--- config.mk ---
export PLATFORM = sky130hd
export DESIGN_NAME = if_fetch_queue
export DESIGN_NICKNAME = d
export VERILOG_FILES = /design/src/rtl/if_fetch_queue.sv
export SDC_FILE = /design/constraint.sdc
export NUM_CORES = 1
export LEC_CHECK = 0
export ABC_AREA = 1
export CAP_MARGIN = 40
export CORE_MARGIN = 2
export CORE_UTILIZATION = 55
export DETAILED_ROUTE_END_ITERATION = 6
export PLACE_DENSITY = 0.93
export SLEW_MARGIN = 5
export SYNTH_ARGS = -nofsm -noshare
export SYNTH_HDL_FRONTEND = slang
export SYNTH_SLANG_ARGS = --single-unit
--- constraint.sdc ---
create_clock -name Clk -period 11.8 [get_ports Clk]
set_input_delay 1.77 -clock Clk [delete_from_list [all_inputs] [get_ports Clk]]
set_output_delay 1.77 -clock Clk [all_outputs]
set_load 0.01 [all_outputs]
--- src/rtl/if_fetch_queue.sv ---
// Fetch stage: issues instruction reads at the PC address and queues
// returned {pc,instr} pairs for decode, with redirect and drop handling.
module if_fetch_queue #(
    parameter int DEPTH = 2
) (
    input  logic        Clk,
    input  logic        Clr_n,
    input  logic [31:0] PcAddr,
    output logic        StallF,
    input  logic        Flush,
    output logic        ImemReq,
    output logic [31:0] ImemAddr,
    input  logic        ImemAck,
    input  logic [31:0] ImemRdata,
    output logic        IfValid,
    output logic [31:0] IfPc,
    output logic [31:0] IfInstr,
    input  logic        DecReady
);

    localparam int AW = (DEPTH > 1) ? $clog2(DEPTH) : 1;
    localparam int CW = AW + 1;

    typedef enum logic [1:0] {
        IDLE,
        WAIT,
        DROP
    } state_t;

    state_t        state;
    logic [CW-1:0] count;
    logic [CW-1:0] count_nxt;
    logic [AW-1:0] rd_ptr;
    logic [AW-1:0] wr_ptr;
    logic [AW-1:0] rd_nxt;
    logic [31:0]   req_pc;
    logic [31:0]   head_pc;
    logic [31:0]   head_instr;
    logic [31:0]   mem_pc    [DEPTH];
    logic [31:0]   mem_instr [DEPTH];
    logic          pop;
    logic          push;
    logic          room;
    logic          issue;

    assign pop       = (count != '0) & DecReady & ~Flush;
    assign push      = (state == WAIT) & ImemAck & ~Flush;
    assign count_nxt = count + CW'(push) - CW'(pop);
    assign room      = count_nxt < CW'(DEPTH);
    assign rd_nxt    = rd_ptr + AW'(pop);

    // Gated by Clr_n so nothing is requested while reset is held.
    assign issue = Clr_n & ~Flush & room &
                   ((state == IDLE) | ((state == WAIT) & ImemAck));

    assign ImemReq  = issue;
    assign ImemAddr = PcAddr;
    assign StallF   = ~Clr_n | ~(issue | Flush);
    assign IfValid  = (count != '0);
    assign IfPc     = head_pc;
    assign IfInstr  = head_instr;

    always_ff @(posedge Clk or negedge Clr_n) begin
        if (!Clr_n) begin
            state  <= IDLE;
            count  <= '0;
            rd_ptr <= '0;
            wr_ptr <= '0;
            req_pc <= '0;
        end else begin
            if (issue) req_pc <= PcAddr;
            if (Flush) begin
                count  <= '0;
                rd_ptr <= '0;
                wr_ptr <= '0;
            end else begin
                count  <= count_nxt;
                rd_ptr <= rd_nxt;
                if (push) wr_ptr <= wr_ptr + AW'(1);
            end
            unique case (state)
                IDLE: if (issue) state <= WAIT;
                WAIT: begin
                    if (Flush)        state <= ImemAck ? IDLE : DROP;
                    else if (ImemAck) state <= issue ? WAIT : IDLE;
                end
                DROP: if (ImemAck) state <= IDLE;
                default: state <= IDLE;
            endcase
        end
    end

    always_ff @(posedge Clk) begin
        if (push) begin
            mem_pc[wr_ptr]    <= req_pc;
            mem_instr[wr_ptr] <= ImemRdata;
        end
    end

    // Head is registered so it holds its last value once the queue drains.
    always_ff @(posedge Clk or negedge Clr_n) begin
        if (!Clr_n) begin
            head_pc    <= '0;
            head_instr <= '0;
        end else if (!Flush && count_nxt != '0) begin
            if (push && count_nxt == CW'(1)) begin
                head_pc    <= req_pc;
                head_instr <= ImemRdata;
            end else begin
                head_pc    <= mem_pc[rd_nxt];
                head_instr <= mem_instr[rd_nxt];
            end
        end
    end

endmodule

# Word level (Yosys, flattened, before mapping)
# Memory sizes are Yosys's and may differ from the RTL's.
# Cells that the tools add are included.
dict set report classes {
  eq_ne 6
  n_bitwise 13
  muxes 15
  n_lt_le_gt_ge 1
  addsub 4
  reduce_logical 8
}
# op n
set ops {}
lappend ops {{32-bit two-way mux} 2}
lappend ops {{2-bit two-way mux} 6}
lappend ops {{1-bit AND} 7}
lappend ops {{1-bit two-way mux} 6}
lappend ops {{2-bit case mux with 3 select lines} 1}
lappend ops {{2-bit nonzero test} 3}
lappend ops {{2-bit by 1-bit equality test with 1-bit output, second input constant} 2}
lappend ops {{2-bit != test, second input constant} 2}
lappend ops {{3-bit != test, second input constant} 1}
lappend ops {{1-bit NOT} 3}
lappend ops {{1-bit bitwise OR} 3}
lappend ops {{3-bit AND reduction} 1}
lappend ops {{2-bit by 1-bit adder with 2-bit output} 1}
lappend ops {{2-bit equality test, second input constant} 1}
lappend ops {{1-bit logical AND} 2}
lappend ops {{2-bit zero test} 1}
lappend ops {{2-bit less-than comparator, second input constant} 1}
lappend ops {{2-bit by 1-bit subtractor with 2-bit output} 1}
lappend ops {{1-bit adder} 1}
lappend ops {{1-bit adder, second input constant} 1}
lappend ops {{1-bit zero test} 1}
dict set report totals {
  ram_bits 128
  word_cells 56
  mem_count 2
  input_bits 69
  regBits 102
  output_inout_bits 99
}
# name depth width rd rd_clocked_by_memory_dff write_ports line_no
set memory_table {}
lappend memory_table {mem_instr 2 32 1 0 1 40} ;# logic [31:0] mem_instr [DEPTH];
lappend memory_table {mem_pc 2 32 1 0 1 39} ;# logic [31:0] mem_pc [DEPTH];

# Logic depth before layout (Yosys ltp)
dict set report depth {
  ltp_word 12
  ltp_mapped 18
  mapped_depth_nobuf 16
}

# Least setup slack after synthesis
# No wires, ideal clock.
dict set report synth_timing {
  path_kind {input -> register}
  startpoint {in ImemAck}
  endpoint {mem mem_instr[0][0], enable pin}
  cell_stages 4
  slack_ps 6590
  path_buffers 0
  t_required_ps 11314
  setup_time_ps 486
  arrival_ps 4724
  path_cell_list {nand3_1 inv_1 nand2_1 nor2_1}
}
dict set report synth_between {
  elab_chain_cells 4
}
# item line_no
set synth_lines {}
lappend synth_lines {{from (decl)} 13} ;# input logic ImemAck,
lappend synth_lines {{1-bit AND (2 in series)} 47} ;# assign push = (state == WAIT) & ImemAck & ~Flush;
lappend synth_lines {{1-bit two-way mux} 94} ;# if (push) begin
lappend synth_lines {{1-bit two-way mux (not written as such)} 96} ;# mem_instr[wr_ptr] <= ImemRdata;
lappend synth_lines {{to (decl)} 40}
# No other way between the ends.

# Final worst setup path
dict set report layout_timing {
  startpoint {in Flush}
  endpoint {out StallF}
}
dict set report layout_between {
  elab_chain_cells 10
  elab_cells_between_ends 12
  classes_between {add/sub: 2; order compare: 1; bitwise: 9}
}
# item line_no
set layout_lines {}
lappend layout_lines {{from (decl)} 10} ;# input logic Flush,
lappend layout_lines {{1-bit NOT} {46, 47, 53}}
lappend layout_lines {{1-bit AND} 47}
lappend layout_lines {{2-bit by 1-bit adder with 2-bit output} 48} ;# assign count_nxt = count + CW'(push) - CW'(pop);
lappend layout_lines {{2-bit by 1-bit subtractor with 2-bit output} 48}
lappend layout_lines {{2-bit less-than comparator} 49} ;# assign room = count_nxt < CW'(DEPTH);
lappend layout_lines {{1-bit AND (2 in series)} 53} ;# assign issue = Clr_n & ~Flush & room &
lappend layout_lines {{1-bit bitwise OR *} 58} ;# assign StallF = ~Clr_n | ~(issue | Flush);
lappend layout_lines {{1-bit NOT *} 58}
lappend layout_lines {{1-bit bitwise OR *} 58}
lappend layout_lines {{to (decl)} 9} ;# output logic StallF,
# Every way passes the cells marked *; elsewhere a longest branch is shown, timed or not.

==> results.yml <==
run_status:
  status: "finished clean"
cts:
  clk_pin_slew_ps: 60
  worstSkewPairLatency_ps: 500
  cts_made_buffers: 23
  htreeDepth: 1
  cts_tree: "done"
  cts.path.max_buffers: 3
  cts_setup_buffers: 0
  cts_num_sinks: 230
  cts_hold_buf: 0
  cts-root-buf: "clkbuf_16"
  cts-resized-gates: 0
final_layout:
  final_nets: 1108
  insertedDiodeCount: 0
  utilization_pct: 67.6
  drive_above_1_share_pct: 11.2
  fin_area_sq_um: 12500
  area_delta_synth_final_pct: 21.8
global_routing:
  antenna_found_initial: 1
  grt_pass1_vias: 7934
  grt_use_total_pct: 25.0
  grt-ovfl-total: 0
  grt_start_max_net_pins: 66
  grt_first_pass_wirelength_microns: 39800
synthesis:
  ys_types: 23
  ys_warn_count: 0
  ys_ff_latch: 230
  syn_nets: 1004
  syn_area_sq_um: 10300
  seq_area_frac_synth_pct: 62.2
  synth_fa_ha_area_share_pct: 0.243
  synth_cells: 933
  synth_top_family_by_area: "simple AND/OR/NAND/NOR gates"
  yosys.area_share.simple_pct: 26.9
  synth_xor_area_share_pct: 0
  synthMuxAreaShare_pct: 0
  avgSynthCellArea_sq_um: 11.0
  synth_compound_gate_area_share_pct: 1.81
setup_path:
  worstPathMaxFanout: 45
  cp.arrival_ps: 5190
  required_ps: 10030
  critPathLaunchType: "primary input"
  path_class: "primary input to output port"
  cp-end-kind: "output port"
  slowest_stage: "clkdlybuf4s50_1"
  critical_path_buf_inv_count: 7
  cp_slowest_stage_delay_ps: 780
  worst_path_most_repeated_cell: "nand2_1"
  cp_cell_sequence: "clkdlybuf4s50_1 > inv_2 > nand2_1 > ha_1 > inv_1 > ha_1 > inv_1 > nand2_1 > nand3_1 > nand2_2 > nand2_1 > inv_2 > buf_4 > o21ai_1 > clkdlybuf4s50_1"
  r2r_slack_ps: 7840
  critPathTopFamily: "buffers and inverters"
detailed_routing:
  drtPass1Iterations: 5
  postRouteAntennaNets: 0
  route.detailed.wl_per_inst_microns: 19.1
  routed_wl_microns: 24500
  via_per_inst: 5.93
  vias: 7629
  drtIter0Drc: 722
  drc_errors: 0
sta:
  tightest_slew_ps: 800
  finalSetupViolCount: 0
  drv_slew: 0
  finalCritPeriodShare_pct: 59.0
  rsz0062_at_grt: "false"
  fin_skew_ps: 6.22
  setup_tns_ps: 0
  hold_violations: 0
  fin_crit_ps: 6960
  fmax_mhz: 144
  slew-limit-headroom_pct: 46.6
floorplan:
  rows: 50
  top_level_ports: 168
  die_y_microns: 141
  start_util_pct: 55.5
  core_sq_um: 18500
  die_w_microns: 141
  dieArea_sq_um: 19800
worst_hold_path:
  min_path_type: "register to register"
power:
  power.total_mw: 2.40
  p_leak_nw: 5.16
  powerDensity_nw_per_um2: 191
  ir_drop_mv: 0.119
place:
  portBuffers: 167
  routabilityCongestion: 0.853
  dpl_cell_area_sq_um: 11800
  hpwl_microns: 14400
job:
  drv_cap: 0
kinds of logic after synthesis:
logic type               count (synthesis)
buffers and inverters                  154
flip-flops                             230
adder cells (fa/ha/maj)                  2
AO/OA/AOI/OAI                           37
AND/OR/NAND/NOR                        510
stage by stage:
step                instances  setup slack [ps]  hold slack [ps]
global placement         1241              5030              443
finish                   1287              4840              467
floorplan                 933              6590              442
global route             1287              4600              469
detailed placement       1246              4860              452
CTS                      1287              4830              462
cells in the mapped netlist:
master / n / area (sq um)
ha_1: 2 / 25.0
nand3_1: 307 / 1540
o21ai_1: 13 / 65.1
a21oi_1: 3 / 15.0
nand2_2: 3 / 18.8
buf_4: 34 / 255
buf_2: 53 / 265
buf_8: 4 / 60.1
buf_12: 1 / 20.0
nand3b_1: 32 / 240
nor2_4: 1 / 11.3
inv_2: 3 / 11.3
inv_1: 46 / 173
buf_6: 10 / 113
nor2_1: 4 / 15.0
nand2_1: 110 / 413
clkbuf_1: 3 / 11.3
o22ai_1: 1 / 6.26
nand3_2: 52 / 521
o21ai_0: 20 / 100
nor3_2: 1 / 10.0
dfrtp_1: 102 / 2550
edfxtp_1: 128 / 3840
report_power, final:
group	internal, mW	total [mW]	leakage, nW	switching, mW
combinational	0.305	0.590	2.37	0.284
sequential	1.01	1.10	2.43	0.0866
clock	0.418	0.710	0.361	0.293
total	1.73	2.40	5.16	0.664
layout by cell type, fill, tap and decap left out:
master and instances:
nand3_1 306, clkdlybuf4s50_1 166, edfxtp_1 128, nand2_1 107, dfrtp_1 102, nand3_2 52
inv_1 45, nand3b_1 32, clkbuf_16 24, o21ai_0 20, o21ai_1 13, buf_4 13
nand2_2 5, clkbuf_1 5, inv_2 4, clkbuf_8 4, buf_16 4, nor2_4 3
a21oi_1 3, clkinv_1 3, clkinv_2 3, nor2_1 2, ha_1 2, nand2_4 1
nand3_4 1, nor3_4 1, o22ai_1 1, clkinvlp_4 1, bufinv_16 1, buf_12 1
state kept, by name (all words and copies together), names as in the netlist:
name / count
mem_instr: 64
mem_pc: 64
IfInstr: 32
IfPc: 32
req_pc: 32
count: 2
state: 2
rd_ptr: 1
wr_ptr: 1
worst register-to-register path, stage by stage (launching register included):
cell     delay, ps
dfrtp_1        400
inv_2           70
nand3_1        190
inv_1          150
nand2_1        140
ha_1           310
inv_1           40
ha_1           190
inv_1           70
nand2_1         60
nand2_1         70
nand2_1         90
nand2_2         80
buf_4          610
nand2_2        600
buf_4          460
nand3_1        150
nand3_1         90
nand2_1        120
path summary, 6_finish.rpt:
check                      cells after the start             startpoint                       to
hold / removal                                 0  req_pc[1]$_DFFE_PN0P_   mem_pc[0][1]$_DFFE_PP_
setup reg to reg                              18   state[1]$_DFFE_PN0P_     IfPc[13]$_DFFE_PN0P_
max in group asynchronous                      3                  Clr_n   IfInstr[7]$_DFFE_PN0P_
min in group asynchronous                      1                  Clr_n  IfInstr[21]$_DFFE_PN0P_
setup / recovery                              15                  Flush                   StallF
hold reg to reg                                0  req_pc[1]$_DFFE_PN0P_   mem_pc[0][1]$_DFFE_PP_
area by class of cell:
cell class,count,area (sq um)
flip-flops and latches,230,6400
fillers,1333,5990
multi-input cells,549,3020
repair buffers,184,1890
clock buffers,33,674
well taps,234,293
inverters,49,184
clock inverters,8,63.8
routing by layer:
layer | track usage [%] | vias to the layer above | part of all wire (%)
li1 | - | 3467 | -
met1 | 32.6 | 3739 | 40
met2 | 42.7 | 360 | 49
met3 | 3.74 | 61 | 7.2
met4 | 9.11 | 2 | 3.0
met5 | 0 | - | 0.049
Note: power is estimated with default switching activity, not from simulation.
